**config.mk**
```make
export PLATFORM = sky130hd
export DESIGN_NAME = fpu_rr_arbiter
export DESIGN_NICKNAME = d
export VERILOG_FILES = /design/src/rtl/fpu_arb_pkg.sv /design/src/rtl/rr_arb_picker.sv /design/src/rtl/fpu_rr_arbiter.sv
export SDC_FILE = /design/constraint.sdc
export NUM_CORES = 1
export LEC_CHECK = 0
export ABC_CLOCK_PERIOD_IN_PS = 3600
export CORE_MARGIN = 5
export CORE_UTILIZATION = 37
export CTS_CLUSTER_SIZE = 28
export DETAILED_ROUTE_END_ITERATION = 10
export GPL_ROUTABILITY_DRIVEN = 0
export PLACE_DENSITY = 0.78
export SYNTH_ARGS = -nofsm -noshare
export SYNTH_HDL_FRONTEND = slang
export SYNTH_SLANG_ARGS = --single-unit
export TNS_END_PERCENT = 10
```
**constraint.sdc**
```tcl
create_clock -name clk -period 3.6 [get_ports clk]
set_input_delay 0.72 -clock clk [delete_from_list [all_inputs] [get_ports clk]]
set_output_delay 0.72 -clock clk [all_outputs]
set_load 0.02 [all_outputs]
```
**src/rtl/fpu_arb_pkg.sv**
```systemverilog
// rtl/fpu_arb_pkg.sv - shared constants and helpers for the FPU round-robin arbiter
package fpu_arb_pkg;

  localparam int STAT_CNT_W = 16;

  // Requester id width; a single requester still needs one bit to carry an id.
  function automatic int id_width(input int n);
    return (n > 1) ? $clog2(n) : 1;
  endfunction

endpackage

```
**src/rtl/rr_arb_picker.sv**
```systemverilog
// rtl/rr_arb_picker.sv - combinational round-robin picker: first requester at or after rr_ptr wins
module rr_arb_picker
  import fpu_arb_pkg::*;
#(
  parameter int NUM_REQ = 4,
  parameter int ID_W    = id_width(NUM_REQ)
) (
  input  logic [NUM_REQ-1:0] req,
  input  logic [ID_W-1:0]    rr_ptr,
  input  logic               hold,
  output logic [NUM_REQ-1:0] grant,
  output logic [ID_W-1:0]    grant_id
);

  logic            found;
  logic [ID_W-1:0] idx;

  always_comb begin
    grant    = '0;
    grant_id = '0;
    found    = 1'b0;
    idx      = '0;
    for (int k = 0; k < NUM_REQ; k++) begin
      idx = ID_W'((int'(rr_ptr) + k) % NUM_REQ);
      if (!hold && !found && req[idx]) begin
        found      = 1'b1;
        grant[idx] = 1'b1;
        grant_id   = idx;
      end
    end
  end

endmodule

```
**src/rtl/fpu_rr_arbiter.sv**
```systemverilog
// rtl/fpu_rr_arbiter.sv - round-robin sharing of one FPU with a fixed-latency result tag pipeline
// Optional FPU_ARB_STATS_EN adds stat_clear and per-requester saturating grant counters.
module fpu_rr_arbiter
  import fpu_arb_pkg::*;
#(
  parameter int DATA_WIDTH  = 16,
  parameter int NUM_REQ     = 4,
  parameter int FPU_LATENCY = 1
) (
  input  logic                          clk,
  input  logic                          reset,
  input  logic                          hold,
  input  logic [NUM_REQ-1:0]            req_valid,
  output logic [NUM_REQ-1:0]            req_ready,
  input  logic [NUM_REQ-1:0]            req_dec,
  input  logic [NUM_REQ*DATA_WIDTH-1:0] req_a,
  input  logic [NUM_REQ*DATA_WIDTH-1:0] req_b,
  output logic [NUM_REQ-1:0]            rsp_valid,
  output logic [DATA_WIDTH-1:0]         rsp_data,
  output logic                          fpu_en,
  output logic                          fpu_dec,
  output logic [DATA_WIDTH-1:0]         fpu_a,
  output logic [DATA_WIDTH-1:0]         fpu_b,
  input  logic [DATA_WIDTH-1:0]         fpu_result,
  output logic                          idle
`ifdef FPU_ARB_STATS_EN
  ,
  input  logic                          stat_clear,
  output logic [NUM_REQ*STAT_CNT_W-1:0] stat_grant_cnt
`endif
);

  localparam int ID_W   = id_width(NUM_REQ);
  localparam int PIPE_D = FPU_LATENCY + 1;

  typedef struct packed {
    logic            vld;
    logic [ID_W-1:0] id;
  } tag_t;

  logic [NUM_REQ-1:0]    grant;
  logic [ID_W-1:0]       grant_id;
  logic                  transfer;
  logic                  any_tag_vld;

  logic [ID_W-1:0]       rr_ptr_q, rr_ptr_d;
  logic                  fpu_en_q, fpu_en_d;
  logic                  fpu_dec_q, fpu_dec_d;
  logic [DATA_WIDTH-1:0] fpu_a_q, fpu_a_d;
  logic [DATA_WIDTH-1:0] fpu_b_q, fpu_b_d;
  tag_t                  tag_q [PIPE_D];
  tag_t                  tag_d [PIPE_D];

  rr_arb_picker #(
    .NUM_REQ (NUM_REQ),
    .ID_W    (ID_W)
  ) u_picker (
    .req      (req_valid),
    .rr_ptr   (rr_ptr_q),
    .hold     (hold),
    .grant    (grant),
    .grant_id (grant_id)
  );

  assign req_ready = grant;
  assign transfer  = |grant;

  always_comb begin
    rr_ptr_d  = rr_ptr_q;
    fpu_en_d  = 1'b0;
    fpu_dec_d = fpu_dec_q;
    fpu_a_d   = fpu_a_q;
    fpu_b_d   = fpu_b_q;
    if (transfer) begin
      rr_ptr_d  = (grant_id == ID_W'(NUM_REQ - 1)) ? '0 : grant_id + ID_W'(1);
      fpu_en_d  = 1'b1;
      fpu_dec_d = req_dec[grant_id];
      fpu_a_d   = req_a[int'(grant_id)*DATA_WIDTH +: DATA_WIDTH];
      fpu_b_d   = req_b[int'(grant_id)*DATA_WIDTH +: DATA_WIDTH];
    end
  end

  // Stage 0 mirrors the issue register; the last stage lines up with a valid fpu_result.
  always_comb begin
    tag_d[0].vld = transfer;
    tag_d[0].id  = grant_id;
    for (int k = 1; k < PIPE_D; k++) begin
      tag_d[k] = tag_q[k-1];
    end
  end

  always_comb begin
    rsp_valid   = '0;
    any_tag_vld = 1'b0;
    if (tag_q[PIPE_D-1].vld) begin
      rsp_valid[tag_q[PIPE_D-1].id] = 1'b1;
    end
    for (int k = 0; k < PIPE_D; k++) begin
      any_tag_vld = any_tag_vld | tag_q[k].vld;
    end
  end

  assign rsp_data = fpu_result;
  assign idle     = !fpu_en_q && !any_tag_vld && !transfer;
  assign fpu_en   = fpu_en_q;
  assign fpu_dec  = fpu_dec_q;
  assign fpu_a    = fpu_a_q;
  assign fpu_b    = fpu_b_q;

  always_ff @(posedge clk) begin
    if (reset) begin
      rr_ptr_q  <= '0;
      fpu_en_q  <= 1'b0;
      fpu_dec_q <= 1'b0;
      fpu_a_q   <= '0;
      fpu_b_q   <= '0;
      for (int k = 0; k < PIPE_D; k++) begin
        tag_q[k] <= '0;
      end
    end else begin
      rr_ptr_q  <= rr_ptr_d;
      fpu_en_q  <= fpu_en_d;
      fpu_dec_q <= fpu_dec_d;
      fpu_a_q   <= fpu_a_d;
      fpu_b_q   <= fpu_b_d;
      for (int k = 0; k < PIPE_D; k++) begin
        tag_q[k] <= tag_d[k];
      end
    end
  end

`ifdef FPU_ARB_STATS_EN
  logic [STAT_CNT_W-1:0] stat_cnt_q [NUM_REQ];
  logic [STAT_CNT_W-1:0] stat_cnt_d [NUM_REQ];

  // Clear takes priority over a coincident grant.
  always_comb begin
    stat_grant_cnt = '0;
    for (int i = 0; i < NUM_REQ; i++) begin
      stat_cnt_d[i] = stat_cnt_q[i];
      if (stat_clear) begin
        stat_cnt_d[i] = '0;
      end else if (grant[i] && (stat_cnt_q[i] != '1)) begin
        stat_cnt_d[i] = stat_cnt_q[i] + STAT_CNT_W'(1);
      end
      stat_grant_cnt[i*STAT_CNT_W +: STAT_CNT_W] = stat_cnt_q[i];
    end
  end

  always_ff @(posedge clk) begin
    for (int i = 0; i < NUM_REQ; i++) begin
      if (reset) begin
        stat_cnt_q[i] <= '0;
      end else begin
        stat_cnt_q[i] <= stat_cnt_d[i];
      end
    end
  end
`endif

endmodule

```
==> results of run 1 <==
[registers in the layout, summed over array words and instances, names as in the netlist]
| register | flops |
|---|---|
| fpu_dec | 1 |
| rr_ptr_q | 2 |
| tag_q | 6 |
| fpu_b | 16 |
| fpu_a | 16 |
[cell usage after synthesis, types with 4 or more instances]
library cell  count  area share (%)
nand2_1          39             4.4
nor2b_1          74              14
ha_1              8             3.0
buf_6             6             2.0
mux4_2            4             2.7
nand3b_1          5             1.1
o21bai_1          4            0.90
dfxtp_1          41              25
nor2_1            6            0.68
a221oi_1         66              17
clkbuf_1         24             2.7
buf_2            13             2.0
o32ai_1          25             6.6
buf_4            17             3.8
o32ai_2           8             3.9
a22oi_1           4            0.90
mux2_2            4             1.4
a21oi_1           5            0.75
[final cells by class]
class / count / area [sq um] / area share [%]
clock buffer: 7 / 86.33 / 1.607
clock inverter: 1 / 30.03 / 0.5588
inverter: 4 / 15.01 / 0.2794
multi-input combinational: 281 / 2187 / 40.70
sequential: 41 / 820.8 / 15.27
tap: 108 / 135.1 / 2.515
timing repair buffer: 211 / 2100 / 39.07
[logic make-up after synthesis]
logic type / after synthesis / synth area share (%)
simple gates: 136 / 22.41
compound gates: 127 / 34.32
buf+inv: 64 / 10.98
flops: 41 / 24.66
mux: 9 / 4.361
fa+ha+maj: 8 / 3.008
xor+xnor: 1 / 0.2632
[where the power goes]
group	leakage [nW]	internal (mW)	switching [mW]	total (mW)
clock network	0.0585	0.226	0.162	0.388
logic	1.51	1.05	1.24	2.28
registers	0.337	0.578	0.0630	0.641
total	1.90	1.85	1.46	3.31
[what timing repair did]
item	in CTS	in global routing
endpoints found under the setup margin	5	5
endpoints found under the hold margin	0	0
resized for setup	14	4
[per-layer routing]
layer,vias to the layer above,part of all wire (%),global-route usage [%]
li1,1797,-,-
met1,1812,40,25.78
met2,172,49,38.26
met3,26,9.2,6.165
met4,0,1.9,6.941
met5,-,0,0
[worst register-to-register path, stage by stage, from the launching register on]
cell      delay, ps
dfxtp_1         340
inv_1            70
ha_4            320
mux4_2          570
buf_4           180
o31a_1          300
a31o_2          240
buf_4           220
a221oi_1        470
o32ai_1         130
[path summary, 6_finish.rpt]
kind	startpoint	end	slack, ps	cells past startpoint
setup / recovery	req_valid[1]	req_ready[3]	110	8
setup reg to reg	rr_ptr_q[1]	fpu_a[5]	640	9
hold reg to reg	tag_q[0][0]	tag_q[0][3]	460	1
hold / removal	tag_q[0][0]	tag_q[0][3]	460	1
==> impl_metrics.toml, run 1 <==
[run_status]
status = "complete, no violations"

[drt]
drc = 0
wl_per_cell_microns = 19.26
wirelength_microns = 12580
num_vias = 3807
firstDrtPassIters = 4
drt.antenna.violating_nets = 0
drt_iter0_drc = 200
viasPerCell = 5.830

[sta]
fin_crit_sh_pct = 97.07
hold_slack_ps = 456.2
maxSlewHeadroom_pct = 63.77
tightestPinTransition_ps = 540.2
period_needed_ps = 3494
slew_viol_final = 0
hold_viol = 0
finalSetupViolCount = 0
skew_ps = 6.209
rsz0062_at_grt = "false"
fmax_ghz = 0.2862
tns_ps = 0
finalWorstSetupSlack_ps = 105.5

[power_and_ir_drop]
peakVddDrop_v = 0.0004750
finalPower_mw = 3.313
total_leakage_power_nw = 1.904
p_per_area_nw_per_um2 = 616.6

[place]
numPlacedInstances = 645
place_ws_ps = -472.4
postPlaceCellArea_sq_um = 5236
io_buffers = 181
dp_hpwl_microns = 9265

[critical_path]
worstPathRequired_ps = 2880
slowest_delay_ps = 570
path_cells = "dlygate4sd2_1 > mux4_2 > buf_4 > nand3b_1 > a21oi_1 > buf_4 > o21bai_1 > clkdlybuf4s15_1"
crit_family = "buffers and inverters"
cp-end-kind = "primary output"
critical-path-slowest-cell = "mux4_2"
path_class = "in2out"
startpoint_type = "primary input"
cp_max_fo = 10
crit_top_cell = "buf_4"
critPathBufInv = 4
critical_path_arrival_ps = 2770

[logic_synthesis]
synth_cells = 386
synth-main-ff-cell = "dfxtp_1"
yosysSeqAreaShare_pct = 24.66
ys_warn_count = 0
synth_edf_count = 0
synth_area_sq_um = 3328
ys_ff_latch = 41
synth.distinct_cells = 44
synth.avg_cell_area_sq_um = 8.622
async_reset_ff_share_pct = 0
synthesis.nets = 549

[clocking]
clk_pin_slew_ps = 70
worstSkewPairLatency_ps = 290
cts_inserted_buffers = 5
ctsHoldBuffers = 0
tritoncts = "built"
clk_path_buf_depth = 2
cts.htree.levels = 2
clockRootBuffer = "clkbuf_8"
post_cts_buffers = 0
cts.sinks = 41

[layout]
nets = 707
fin_util_pct = 61.32
final_cell_mix = "171 x clkdlybuf4s50_1, 74 x nor2b_1, 66 x a221oi_1"
final_cells = 653
drive_gt1_share_pct = 12.29
areaGrowthSynthToFinish_pct = 61.47
design_area_sq_um = 5374
final_common_cell = "clkdlybuf4s50_1"
diodes = 0
nFillCells = 774

[job]
max_cap_viol_count = 0

[global_route]
track_usage_pct = 21.89
grt_max_degree = 51
grt.overflow.total = 0
antenna_found_initial = 0
grt_pass1_wl_microns = 20020
grt_pass1_vias = 3923

[floorplanning]
core-area_sq_um = 8763
boundaryPins = 214
fp.dieH_microns = 104.8
start_util_pct = 37.98
die_x_microns = 104.8
std_cell_rows = 34
dieArea_sq_um = 10990

[min_path]
hold_path_class = "reg2reg"
Note: power is estimated with default switching activity, not from simulation.
==> run 2, diff against run 1 <==
--- a/config.mk
+++ b/config.mk
@@ -5,13 +5,12 @@
 export SDC_FILE = /design/constraint.sdc
 export NUM_CORES = 1
 export LEC_CHECK = 0
-export ABC_CLOCK_PERIOD_IN_PS = 3600
 export CORE_MARGIN = 5
-export CORE_UTILIZATION = 37
+export CORE_UTILIZATION = 34
 export CTS_CLUSTER_SIZE = 28
 export DETAILED_ROUTE_END_ITERATION = 10
 export GPL_ROUTABILITY_DRIVEN = 0
-export PLACE_DENSITY = 0.78
+export PLACE_DENSITY = 0.75
 export SYNTH_ARGS = -nofsm -noshare
 export SYNTH_HDL_FRONTEND = slang
 export SYNTH_SLANG_ARGS = --single-unit
==> constraint.sdc (replaced) <==
create_clock -name clk -period 2.91 [get_ports clk]
set_input_delay 0.582 -clock clk [delete_from_list [all_inputs] [get_ports clk]]
set_output_delay 0.582 -clock clk [all_outputs]
set_load 0.02 [all_outputs]
==> impl_metrics.toml, run 2 (synthesis gave the netlist of run 1 again) <==
[critical_path]
startpoint_type = "primary input"
cp-end-kind = "primary output"
crit_top_cell = "buf_4"
r2r_cells = 10
path_class = "in2out"
critical-path-slowest-cell = "mux4_2"
critical_path_arrival_ps = 2490
path_cells = "dlygate4sd2_1 > mux4_2 > buf_4 > nand3b_1 > a21oi_2 > buf_4 > o21bai_1 > buf_4"
slowest_delay_ps = 550
cp_max_fo = 7
worstPathRequired_ps = 2330

[sta]
finalSetupViolCount = 7
period_needed_ps = 3071
tightestPinTransition_ps = 483.7
hold_viol = 0
fmax_ghz = 0.3256
slew_viol_final = 0
fin_crit_sh_pct = 105.5
rsz0062_at_grt = "true"
skew_ps = 5.198
finalWorstSetupSlack_ps = -161.4
maxSlewHeadroom_pct = 67.76

[global_route]
grt_pass1_wl_microns = 19830
antenna_found_initial = 0
grt.overflow.total = 0
grt_max_degree = 44
track_usage_pct = 20.67
grt_pass1_vias = 4022

[power_and_ir_drop]
peakVddDrop_v = 0.0005068
p_per_area_nw_per_um2 = 766.9
p_int_mw = 2.425
clockPowerShare_pct = 8.7
comb_power_share_pct = 73.1
total_leakage_power_nw = 2.032
swShare_pct = 44.85
pwr-share-seq_pct = 18.2
p_sw_mw = 1.972

[clocking]
ctsHoldBuffers = 0
tritoncts = "built"
cts.sinks = 41
cts_inserted_buffers = 5
clk_pin_slew_ps = 70
clockRootBuffer = "clkbuf_8"
worstSkewPairLatency_ps = 290
cts.htree.levels = 2
clk_path_buf_depth = 2

[drt]
num_vias = 3909
drt.antenna.violating_nets = 0
drt_iter0_drc = 249
wirelength_microns = 12840
viasPerCell = 5.641
wl_per_cell_microns = 18.52
drc = 0
firstDrtPassIters = 4

[layout]
final_cell_mix = "171 x clkdlybuf4s50_1, 74 x nor2b_1, 47 x a221oi_1"
drive_gt1_share_pct = 21.79
final_common_cell = "clkdlybuf4s50_1"
nets = 723
diodes = 0
design_area_sq_um = 5733
areaGrowthSynthToFinish_pct = 72.26

[place]
place_ws_ps = -887.0
io_buffers = 181
postPlaceCellArea_sq_um = 5418
dp_hpwl_microns = 9353

[floorplanning]
core-area_sq_um = 9639
die_x_microns = 108.9
dieArea_sq_um = 11870
fp.dieH_microns = 108.9
start_util_pct = 34.53
boundaryPins = 214
std_cell_rows = 36

[min_path]
hold_depth = 1
hold_path_class = "reg2reg"

[run_status]
failed_checks = "negative setup slack"
status = "complete, but fails checks"

[job]
max_cap_viol_count = 0
==> run 2: cell types whose count changed in the layout (fill, tap and decap cells not counted), moves of 2 or more <==
| cell | before | now |
|---|---|---|
| a221oi_1 | 66 | 47 |
| buf_4 | 24 | 36 |
| a21oi_1 | 4 | 0 |
| a22oi_2 | 2 | 4 |
| dfxtp_1 | 41 | 39 |
| a221oi_2 | 0 | 19 |
| clkbuf_2 | 0 | 2 |
| a21oi_2 | 1 | 4 |
| buf_6 | 0 | 8 |
| a22oi_1 | 2 | 0 |
| dlygate4sd2_1 | 7 | 2 |
==> run 2: layer usage <==
layer | global-route usage (%) | up-vias | part of all wire (%)
met3 | 5.269 | 33 | 7.2
met5 | 0 | - | 0
li1 | - | 1833 | -
met4 | 7.484 | 0 | 2.3
met1 | 24.81 | 1872 | 41
met2 | 35.53 | 171 | 49
==> run 2: through the flow <==
step	cells	power [mW]	util, %	hold WS (ps)	TNS, ps
after floorplan	386	2.606	-	413.8	-144.8
after global placement	683	3.723	56.20	421.4	-13930
after detailed placement	683	3.769	56.20	423.9	-16980
after CTS	693	4.254	57.88	442.6	-373.4
after global routing	693	4.679	59.48	463.4	-2274
final	693	4.397	59.48	439.7	-478.7
==> run 2: cell type report <==
| type | instances | area (sq um) |
|---|---|---|
| clock inverter | 1 | 7.507 |
| tap | 133 | 166.4 |
| inverter | 4 | 20.02 |
| timing repair buffer | 227 | 2245 |
| fill | 884 | 3906 |
| multi-input combinational | 281 | 2386 |
| sequential | 41 | 825.8 |
| clock buffer | 6 | 82.58 |
==> run 2: worst paths after layout <==
check / startpoint / to / slack (ps)
max reg2reg: rr_ptr_q[0] / fpu_b[13] / -20
max: req_valid[2] / req_ready[0] / -160
min: tag_q[0][1] / tag_q[0][4] / 440
min reg2reg: tag_q[0][1] / tag_q[0][4] / 440
==> run 2: worst max-delay path: cells and delay by family <==
kind / cells / cell delay [ps]
buf+inv: 4 / 830
compound gates: 2 / 370
simple gates: 1 / 170
mux: 1 / 550
==> run 2: repair_timing <==
action / 4_1_cts / 5_1_grt
setup buffers: 3 / 0
setup endpoints to repair: 38 / 39
pin swaps: 13 / 7
gates resized for setup: 46 / 32
gates cloned: 0 / 0
==> run 2: power groups by stage <==
| stage | registers (mW) | clock network [mW] | logic, mW |
|---|---|---|---|
| final | 0.800 | 0.384 | 3.21 |
| after global routing | 0.820 | 0.426 | 3.43 |
| after CTS | 0.801 | 0.403 | 3.05 |
| after detailed placement | 0.812 | 0 | 2.96 |
| after global placement | 0.807 | 0 | 2.92 |
| after floorplan | 0.958 | 0 | 1.65 |
